$ cat src/rtl/iob_axis_upsizer.sv
// iob_axis_upsizer
// Packs a narrow AXI-Stream (TDATA_W) into DATA_W-wide words, little-endian
// (first beat in lane 0). A tlast beat flushes a partial word; m_nlanes_o tells
// how many lanes of m_tdata_o are valid, and unused upper lanes read as zero.
//
// Ports:
//   clk_i, rst_n_i    clock, synchronous active-low reset (honoured only with cke_i high)
//   cke_i             clock enable, all state holds while low
//   enable_i          gates input acceptance; the output register still drains
//   s_tdata_i/s_tvalid_i/s_tready_o/s_tlast_i   narrow input stream
//   m_tdata_o/m_tvalid_o/m_tready_i/m_tlast_o   wide output stream
//   m_nlanes_o        valid lane count of the current output word (1..R)
//   frame_count_o     output transfers carrying m_tlast_o, wrapping
//   word_count_o      output word transfers, wrapping
module iob_axis_upsizer #(
  parameter int unsigned TDATA_W = 8,
  parameter int unsigned DATA_W  = 32,
  parameter int unsigned CNT_W   = 16
) (
  input  logic                            clk_i,
  input  logic                            rst_n_i,
  input  logic                            cke_i,
  input  logic                            enable_i,
  input  logic [TDATA_W-1:0]              s_tdata_i,
  input  logic                            s_tvalid_i,
  output logic                            s_tready_o,
  input  logic                            s_tlast_i,
  output logic [DATA_W-1:0]               m_tdata_o,
  output logic                            m_tvalid_o,
  input  logic                            m_tready_i,
  output logic                            m_tlast_o,
  output logic [$clog2(DATA_W/TDATA_W):0] m_nlanes_o,
  output logic [CNT_W-1:0]                frame_count_o,
  output logic [CNT_W-1:0]                word_count_o
);

  localparam int unsigned R      = DATA_W / TDATA_W;
  // Keep the lane index at least one bit wide so R=1 still elaborates.
  localparam int unsigned LANE_W = (R > 1) ? $clog2(R) : 1;
  localparam int unsigned NL_W   = $clog2(R) + 1;

  logic [DATA_W-1:0] acc_q, acc_d;
  logic [LANE_W-1:0] lane_q, lane_d;
  logic              pending_q, pending_d;
  logic              pend_last_q, pend_last_d;
  logic [NL_W-1:0]   pend_nl_q, pend_nl_d;

  logic [DATA_W-1:0] tdata_q, tdata_d;
  logic              tvalid_q, tvalid_d;
  logic              tlast_q, tlast_d;
  logic [NL_W-1:0]   nlanes_q, nlanes_d;
  logic [CNT_W-1:0]  frame_cnt_q, frame_cnt_d;
  logic [CNT_W-1:0]  word_cnt_q, word_cnt_d;

  logic              out_free;
  logic              accept;
  logic              complete;
  logic              xfer;
  logic [DATA_W-1:0] word;
  logic [NL_W-1:0]   nl;

  assign out_free   = ~tvalid_q | m_tready_i;
  // Depends only on registered state and enable_i, never on s_tvalid_i.
  assign s_tready_o = enable_i & ~pending_q;
  assign accept     = s_tvalid_i & s_tready_o;
  assign complete   = accept & ((lane_q == LANE_W'(R - 1)) | s_tlast_i);
  assign xfer       = tvalid_q & m_tready_i;
  assign nl         = NL_W'(lane_q) + NL_W'(1);

  // Accumulator with the incoming beat dropped into the current lane; lanes above
  // it are forced to zero so a flushed partial word carries no stale data.
  always_comb begin
    word = '0;
    for (int unsigned i = 0; i < R; i++) begin
      if (i < 32'(lane_q)) begin
        word[i*TDATA_W +: TDATA_W] = acc_q[i*TDATA_W +: TDATA_W];
      end else if (i == 32'(lane_q)) begin
        word[i*TDATA_W +: TDATA_W] = s_tdata_i;
      end
    end
  end

  always_comb begin
    acc_d       = acc_q;
    lane_d      = lane_q;
    pending_d   = pending_q;
    pend_last_d = pend_last_q;
    pend_nl_d   = pend_nl_q;
    tdata_d     = tdata_q;
    tvalid_d    = tvalid_q & ~xfer;
    tlast_d     = tlast_q;
    nlanes_d    = nlanes_q;
    frame_cnt_d = frame_cnt_q;
    word_cnt_d  = word_cnt_q;

    if (xfer) begin
      word_cnt_d = word_cnt_q + CNT_W'(1);
      if (tlast_q) begin
        frame_cnt_d = frame_cnt_q + CNT_W'(1);
      end
    end

    if (pending_q) begin
      // Input is stalled while pending, so only the stored word can move.
      if (out_free) begin
        tdata_d   = acc_q;
        tlast_d   = pend_last_q;
        nlanes_d  = pend_nl_q;
        tvalid_d  = 1'b1;
        pending_d = 1'b0;
        acc_d     = '0;
        lane_d    = '0;
      end
    end else if (accept) begin
      if (complete) begin
        if (out_free) begin
          tdata_d  = word;
          tlast_d  = s_tlast_i;
          nlanes_d = nl;
          tvalid_d = 1'b1;
          acc_d    = '0;
          lane_d   = '0;
        end else begin
          acc_d       = word;
          pending_d   = 1'b1;
          pend_last_d = s_tlast_i;
          pend_nl_d   = nl;
        end
      end else begin
        acc_d  = word;
        lane_d = lane_q + LANE_W'(1);
      end
    end
  end

  always_ff @(posedge clk_i) begin
    if (cke_i) begin
      if (!rst_n_i) begin
        acc_q       <= '0;
        lane_q      <= '0;
        pending_q   <= 1'b0;
        pend_last_q <= 1'b0;
        pend_nl_q   <= '0;
        tdata_q     <= '0;
        tvalid_q    <= 1'b0;
        tlast_q     <= 1'b0;
        nlanes_q    <= '0;
        frame_cnt_q <= '0;
        word_cnt_q  <= '0;
      end else begin
        acc_q       <= acc_d;
        lane_q      <= lane_d;
        pending_q   <= pending_d;
        pend_last_q <= pend_last_d;
        pend_nl_q   <= pend_nl_d;
        tdata_q     <= tdata_d;
        tvalid_q    <= tvalid_d;
        tlast_q     <= tlast_d;
        nlanes_q    <= nlanes_d;
        frame_cnt_q <= frame_cnt_d;
        word_cnt_q  <= word_cnt_d;
      end
    end
  end

  assign m_tdata_o     = tdata_q;
  assign m_tvalid_o    = tvalid_q;
  assign m_tlast_o     = tlast_q;
  assign m_nlanes_o    = nlanes_q;
  assign frame_count_o = frame_cnt_q;
  assign word_count_o  = word_cnt_q;

endmodule
$ cat config.mk
export PLATFORM = sky130hd
export DESIGN_NAME = iob_axis_upsizer
export DESIGN_NICKNAME = d
export VERILOG_FILES = /design/src/rtl/iob_axis_upsizer.sv
export SDC_FILE = /design/constraint.sdc
export NUM_CORES = 1
export LEC_CHECK = 0
export ABC_AREA = 1
export BUFFER_PORTS_ARGS = -buffer_cell sky130_fd_sc_hd__buf_2
export CAP_MARGIN = 20
export CORE_ASPECT_RATIO = 0.5
export CORE_MARGIN = 5
export CORE_UTILIZATION = 38
export CTS_CLUSTER_SIZE = 20
export DETAILED_ROUTE_END_ITERATION = 6
export REMOVE_ABC_BUFFERS = 1
export SYNTH_ARGS = -nofsm -noshare
export SYNTH_HDL_FRONTEND = slang
export SYNTH_SLANG_ARGS = --single-unit
$ cat constraint.sdc
create_clock -name clk_i -period 4.4 [get_ports clk_i]
set_input_delay 0.44 -clock clk_i [delete_from_list [all_inputs] [get_ports clk_i]]
set_output_delay 0.44 -clock clk_i [all_outputs]
set_load 0.05 [all_outputs]
Word-level counts from Yosys, hierarchy flattened:

Index checks and enable logic that the tools add are counted.

* logic and storage cells: 99
* output and inout bits: 70
* flip-flop bits (word level): 108
* input port bits: 15

* mux-type cells: 50
* add/sub/neg operators: 4
* eq/ne operators: 14
* bitwise logic cells: 10
* reductions and logical operators: 7
* $lt $le $gt $ge: 3

Operators with widths (number)
* two-way mux 32 bit: 10
* two-way mux 8 bit: 7
* two-way mux 16 bit: 3
* adder 16 x 1 -> 16 bit (second input constant): 2
* two-way mux 3 bit: 9
* two-way mux 1 bit: 17
* != test 2 x 1 -> 1 bit (second input constant): 5
* two-way mux 2 bit: 4
* != test 3 x 1 -> 1 bit (second input constant): 2
* AND reduction 3 bit: 2
* AND 1 bit: 5
* AND reduction 5 bit: 1
* == test 2 bit (first input constant): 2
* < comparator 1 x 2 -> 1 bit (first input constant): 2
* != test 2 bit (second input constant): 2
* AND reduction 2 bit: 2
* AND reduction 4 bit: 1
* adder 2 x 1 -> 3 bit (second input constant): 1
* != test 3 x 2 -> 1 bit (second input constant): 1
* inverter 1 bit: 3
* adder 2 x 1 -> 2 bit (second input constant): 1
* == test 1 x 2 -> 1 bit (first input constant): 1
* == test 2 bit (second input constant): 1
* logical NOT 2 bit: 1
* other kinds (2): 3

Depth between registers and ports, before layout:

Gate-level depths: netlist of the first run.

* word-level depth: 7
* gate-level depth with buffers: 7
* gate-level depth less buffers: 7

Worst setup path before layout of the first run:

OpenSTA, ideal clock, no wires.

* path kind: input to register
* start: input port enable_i
* end: register acc_q[0] (enable)
* data arrival time: 2854 ps
* path slack: 1105 ps
* library setup time: 441 ps
* required time: 3959 ps
* stages: 6
* buffers on the path: 0
* cell sequence: inv_1 nor2_2 nand2_1 nand2_1 nand2_1 a31oi_1

* cells in the longest elaborated chain, start to end: 4

RTL lines
* start: declaration: line 23 `input logic enable_i,`
* AND 1 bit: line 64 `assign s_tready_o = enable_i & ~pending_q;`
* via s_tready_o: line 26 `output logic s_tready_o,`
* AND 1 bit: line 65 `assign accept = s_tvalid_i & s_tready_o;`
* != test 3 x 1 -> 1 bit (no line)
* AND reduction 3 bit (no line)
* end signal: assignment: line 139 `acc_q <= '0;`
* end signal: assignment: line 151 `acc_q <= acc_d;`
* end: declaration: line 42 `logic [DATA_W-1:0] acc_q, acc_d;`

The timed path passes the listed nets, and every way through them passes these cells.
A chain may end at the register's enable or synchronous reset.

Worst setup path in the final report of the first run:

* start: register pending_q
* end: register tdata_q[26], in the netlist m_tdata_o[26] (enable)

* cells in the longest elaborated chain, start to end: 6
* elaborated cells on any way between the ends: 7
* classes of those cells: eq/ne: 2; bitwise: 4; reduce/logical: 1

RTL lines
* start: declaration: line 44 `logic pending_q, pending_d;`
* start signal: assignment: line 153 `pending_q <= pending_d;`
* inverter 1 bit: line 64
* AND 1 bit: line 64
* AND 1 bit: line 65
* AND 1 bit: line 66 `assign complete = accept & ((lane_q == LANE_W'(R - 1)) | s_tlast_i);`
* != test 3 x 1 -> 1 bit (no line)
* AND reduction 4 bit (no line) (*)
* end signal: assignment: line 156 `tdata_q <= tdata_d;`
* end: declaration: line 48 `logic [DATA_W-1:0] tdata_q, tdata_d;`

Mark *: on every way between the ends. The rest lies on a longest branch, timed or not.

==> results of run 1 <==
==> flip-flops by register name (all words and copies together) (netlist names), 2 cells and up <==
register and count:
acc_q 32, m_tdata_o 32, frame_count_o 16, word_count_o 16, m_nlanes_o 3, pend_nl_q 3, lane_q 2
==> cell usage after synthesis, drive strengths merged <==
cell | instances | area (um2)
clkinv | 1 | 3.75
nor3 | 13 | 65.1
buf | 14 | 92.6
nand4 | 6 | 37.5
edfxtp | 108 | 3240
and2 | 1 | 6.26
o21bai | 2 | 15.0
inv | 74 | 278
nor2 | 74 | 303
xnor2 | 2 | 17.5
nand2 | 89 | 337
a211oi | 1 | 12.5
nand3 | 41 | 210
o22ai | 8 | 50.1
o21a | 5 | 37.5
a21oi | 27 | 135
a31oi | 1 | 6.26
o21ai | 48 | 240
ha | 7 | 87.6
clkbuf | 5 | 18.8
a22oi | 1 | 7.51
o211ai | 8 | 60.1
==> metrics by stage <==
| step | cells | hold WS, ns |
|---|---|---|
| after floorplan | 517 | 0.521 |
| after global placement | 801 | 0.553 |
| after detailed placement | 801 | 0.545 |
| after CTS | 817 | 0.338 |
| after global routing | 817 | 0.344 |
| final | 817 | 0.355 |
==> cell families after synthesis <==
family          count (synthesis)  synth area share (%)
fa+ha+maj                       7                  1.66
simple gates                  224                  18.2
compound gates                101                  10.7
xor+xnor                        2                 0.333
flops                         108                  61.6
buf+inv                        94                  7.46
==> worst max-delay path, cell delays in order, from the launching register on <==
cell,delay [ns]
sky130_fd_sc_hd__edfxtp_1,0.43
sky130_fd_sc_hd__buf_4,0.27
sky130_fd_sc_hd__nor2_2,0.18
sky130_fd_sc_hd__nand2_1,0.07
sky130_fd_sc_hd__nand2_1,0.05
sky130_fd_sc_hd__nand2_1,0.13
sky130_fd_sc_hd__a211oi_4,0.79
sky130_fd_sc_hd__buf_4,0.41
==> cell type report <==
type | count | area, um2
clock buffer | 9 | 225
clock inverter | 7 | 50.0
fill | 1325 | 7380
inverter | 75 | 282
multi-input combinational | 334 | 1650
sequential | 108 | 3240
tap | 192 | 240
timing repair buffer | 92 | 480
==> power breakdown <==
group	total (mW)	internal (mW)	switching, mW
clock	0.761	0.387	0.374
sequential	1.24	1.21	0.0328
combinational	0.342	0.0752	0.267
==> metal layers <==
metal	GRT usage [%]	routed length, um	vias up	part of all wire [%]
met1	20.6	5460	1911	45
met5	0	0	-	0
li1	-	-	2006	-
met4	3.60	46	0	0.38
met2	25.6	5880	95	49
met3	3.76	703	2	5.8
==> final timing paths <==
| kind | cells after the start | to | slack [ns] | from |
|---|---|---|---|---|
| hold / removal | 1 | m_tvalid_o | 0.35 | cke_i |
| setup / recovery | 7 | m_tdata_o[26] | 1.74 | pending_q |
| setup reg to reg | 7 | m_tdata_o[26] | 1.74 | pending_q |
| hold reg to reg | 2 | m_tdata_o[29] | 0.56 | acc_q[29] |
==> impl_metrics.json, run 1 <==
{
  "finalPower_mw": 2.34,
  "syn-instance-count": 536,
  "grt_antenna_before_repair": 0,
  "floorplan.core_area_mm2": 0.0136,
  "path_max_fanout": 28,
  "remaining_drc_errors": 0,
  "fraction_of_the_cycle_the_final_worst_path_needs_pct": 60.5,
  "synthesis.area_per_instance_um2": 9.82,
  "post-route-util_pct": 45.5,
  "ys_seq_elements": 108,
  "cts.repair.resized": 0,
  "syn_to_final_growth_pct": 17.2,
  "maxCapViolations": 0,
  "slew_viol_final": 0,
  "htree_num_levels": 3,
  "timing.fmax_mhz": 376,
  "status": "finished clean",
  "worstSetupEndpointType": "register",
  "die-height_um": 93.2,
  "cts.sinks": 108,
  "antenna_cells_inserted": 0,
  "setup_viol_count_final": 0,
  "estimated_wirelength_of_the_detail_placed_design_um": 8370,
  "layout-drive-gt1-share_pct": 19.5,
  "cts_buffer_depth": 2,
  "io_buffers": 84,
  "insertion_delay_ns": 0.35,
  "timing_worst_setup_path_type": "reg2reg",
  "core.rowCount": 30,
  "setup-tns-final_ns": 0,
  "placed_cell_area_mm2": 0.00590,
  "post-route-worst-setup-slack_ns": 1.74,
  "dp_slack_ns": 1.71,
  "pin_count_of_the_biggest_net_entering_global_routing": 44,
  "routed_via_density": 4.91,
  "worst_slew_pin_slew_ns": 0.974,
  "hold_viol": 0,
  "synth_cell_types": 29,
  "worst_ir_drop_vdd_mv": 0.177,
  "global_route_wire_length_before_repair_um": 20300,
  "synth-warning-count": 0,
  "period_minus_slack_ns": 2.66,
  "detail_route.iter0.violations": 349,
  "critical_path_required_time_ns": 4.43,
  "clock_tree_from_tritoncts": "yes",
  "floorplan.die.width_um": 176,
  "path_clk_slew_ns": 0.07,
  "synth_sequential_area_ratio_pct": 61.6,
  "startpoint_type": "register",
  "timing.max_slew.rel_slack_pct": 34.9,
  "post_cts_hold_buffer_count": 0,
  "root_buffer_selected_by_cts": "sky130_fd_sc_hd__clkbuf_16",
  "final_antenna_net_count": 0,
  "p_leak_nw": 2.62,
  "start_util_pct": 38.8,
  "fin_worst_skew_ns": 0.00612,
  "most-common-layout-cells": "108 x sky130_fd_sc_hd__edfxtp_1, 88 x sky130_fd_sc_hd__nand2_1, 84 x sky130_fd_sc_hd__buf_2",
  "grt_pass1_vias": 3961,
  "cts-buffers-inserted": 9,
  "finalWeightedCongestion": 0.809,
  "firstDrtPassIters": 5,
  "routed-via-count": 4014,
  "finalInstanceArea_mm2": 0.00617,
  "netlist_area_mm2": 0.00526,
  "grt_setup_unrepaired": "no",
  "cts_setup_buffers": 0,
  "crit_arrival_ns": 2.69,
  "overflow": 0,
  "p_per_area_mw_per_mm2": 379,
  "wl_per_cell_um": 14.8,
  "final_common_cell": "sky130_fd_sc_hd__edfxtp_1",
  "final_routed_wirelength_across_all_metal_layers_um": 12100,
  "design.portCount": 85,
  "fp.dieArea_mm2": 0.0164,
  "holdCritPathClass": "in2reg",
  "grt_use_total_pct": 15.4,
  "final_net_count": 642
}
(Power assumes the default switching activity.)
==> run 2, diff against run 1 <==
clock period = 2.5 ns   (was 4.4 ns; I/O delays follow)
==> run 2 against run 1 <==
  * Die area stayed put
  * Sequential share of layout area down 0.32 points
  * Critical path type unchanged
  * Highest routed layer unchanged
  * Utilization grew 0.28 points
  * Critical endpoint is now m_tdata_o[0]
==> impl_metrics.json, run 2 (synthesis gave the netlist of run 1 again) <==
{
  "status": "finished clean",
  "overflow": 0,
  "n_fill_cell": 1321,
  "cts_buffer_depth": 2,
  "p_leak_nw": 2.64,
  "finalWeightedCongestion": 0.809,
  "dp_slack_ns": 0.549,
  "startpoint_type": "register",
  "wl_per_cell_um": 15.1,
  "post-route-worst-setup-slack_ns": 0.555,
  "final_common_cell": "sky130_fd_sc_hd__edfxtp_1",
  "htree_num_levels": 3,
  "most-common-layout-cells": "108 x sky130_fd_sc_hd__edfxtp_1, 88 x sky130_fd_sc_hd__nand2_1, 84 x sky130_fd_sc_hd__buf_2",
  "io_buffers": 84,
  "fp.dieArea_mm2": 0.0164,
  "layout-drive-gt1-share_pct": 20.0,
  "worst_ir_drop_vdd_mv": 0.330,
  "timing_worst_setup_path_type": "reg2reg",
  "design.portCount": 85,
  "crit_arrival_ns": 2.02,
  "holdCritPathClass": "in2reg",
  "p_per_area_mw_per_mm2": 672,
  "period_minus_slack_ns": 1.95,
  "routed_via_density": 4.90,
  "root_buffer_selected_by_cts": "sky130_fd_sc_hd__clkbuf_16",
  "cts-buffers-inserted": 9,
  "worst_r2r_src": "lane_q[1]",
  "maxCapViolations": 0,
  "grt_antenna_before_repair": 0,
  "slew_viol_final": 0,
  "floorplan.die.width_um": 176,
  "timing.fmax_mhz": 514,
  "antenna_cells_inserted": 0,
  "fin_worst_skew_ns": 0.0106,
  "final_routed_wirelength_across_all_metal_layers_um": 12400,
  "final_antenna_net_count": 0,
  "cts.repair.resized": 0,
  "routed-via-count": 4021,
  "grt_pass1_vias": 3895,
  "worst_slew_pin_slew_ns": 0.549,
  "start_util_pct": 38.8,
  "multi_input_comb_area_mm2": 0.00165,
  "floorplan.core_area_mm2": 0.0136,
  "critical_path_required_time_ns": 2.58,
  "finalPower_mw": 4.17,
  "timing.max_slew.rel_slack_pct": 63.3,
  "worstRegToRegCells": 6,
  "post_cts_hold_buffer_count": 0,
  "ff_latch_area_mm2": 0.00324,
  "grt_use_total_pct": 15.4,
  "critPathCapture": "m_tdata_o[0]",
  "final_net_count": 646,
  "estimated_wirelength_of_the_detail_placed_design_um": 8460,
  "worstSetupEndpointType": "register",
  "firstDrtPassIters": 4,
  "clock_tree_from_tritoncts": "yes",
  "remaining_drc_errors": 0,
  "die-height_um": 93.2,
  "cts.sinks": 108,
  "hold_viol": 0,
  "grt_setup_unrepaired": "no",
  "fraction_of_the_cycle_the_final_worst_path_needs_pct": 77.8,
  "cts_setup_buffers": 0,
  "global_route_wire_length_before_repair_um": 20100,
  "core.rowCount": 30,
  "detail_route.iter0.violations": 313,
  "worst_reg2reg_endpoint": "m_tdata_o[0]",
  "syn_to_final_growth_pct": 17.9,
  "insertion_delay_ns": 0.35,
  "path_max_fanout": 11,
  "crit_start": "lane_q[1]",
  "pin_count_of_the_biggest_net_entering_global_routing": 33,
  "setup_viol_count_final": 0,
  "ff2ff_setup_slack_ns": 0.55,
  "path_clk_slew_ns": 0.07
}
-- run 2: cell types whose count changed in the layout (fill, tap and decap cells not counted), sizes merged --
cell | before | now
clkinv | 5 | 2
inv | 76 | 78
buf | 92 | 96
clkbuf | 9 | 10
-- run 2: routing by layer --
layer  track usage (%)  routed length [um]
met1              20.7                5730
met3              3.47                 609
met4              3.67                  93
met2              25.5                5990
met5                 0                   0
-- run 2: power breakdown --
group / internal [mW] / switching [mW] / total, mW
Clock: 0.698 / 0.686 / 1.38
Combinational: 0.137 / 0.474 / 0.610
Sequential: 2.12 / 0.0580 / 2.18
Total: 2.95 / 1.22 / 4.17
-- run 2: critical path, stage by stage (launching register included) --
cell and delay (ns):
sky130_fd_sc_hd__edfxtp_1 0.45, sky130_fd_sc_hd__clkinv_1 0.32, sky130_fd_sc_hd__ha_1 0.40, sky130_fd_sc_hd__inv_1 0.21, sky130_fd_sc_hd__a21oi_1 0.09, sky130_fd_sc_hd__o21ai_0 0.10
sky130_fd_sc_hd__o21ai_0 0.12
-- run 2: cell type report --
class / instances / share of cell area [%]
flip-flops and latches: 108 / 52.2
multi-input cells: 334 / 26.6
repair buffers: 96 / 8.22
inverters: 75 / 4.53
well taps: 192 / 3.87
clock buffers: 10 / 3.69
clock inverters: 6 / 0.867
-- run 2: stage by stage --
stage | hold WS [ns] | std cells | util, % | TNS [ns] | area (um2)
6_report | 0.175 | 821 | 45.8 | 0 | 6210
5_1_grt | 0.157 | 821 | 45.8 | 0 | 6210
2_1_floorplan | 0.362 | 517 | - | -77.53 | 5150
3_5_place_dp | 0.523 | 805 | 43.7 | 0 | 5930
4_1_cts | 0.158 | 821 | 45.8 | 0 | 6210
3_3_place_gp | 0.530 | 805 | 43.7 | 0 | 5930
-- run 2: worst min-delay path by stage --
stage                     startpoint    endpoint  slack, ns  cells after the start
after CTS                      cke_i  m_tvalid_o       0.16                      1
after global routing           cke_i   pending_q       0.16                      1
after global placement         cke_i  m_tvalid_o       0.53                      1
after floorplan                cke_i  m_tvalid_o       0.36                      0
final                          cke_i  m_tvalid_o       0.17                      1
after detailed placement       cke_i  m_tvalid_o       0.52                      1
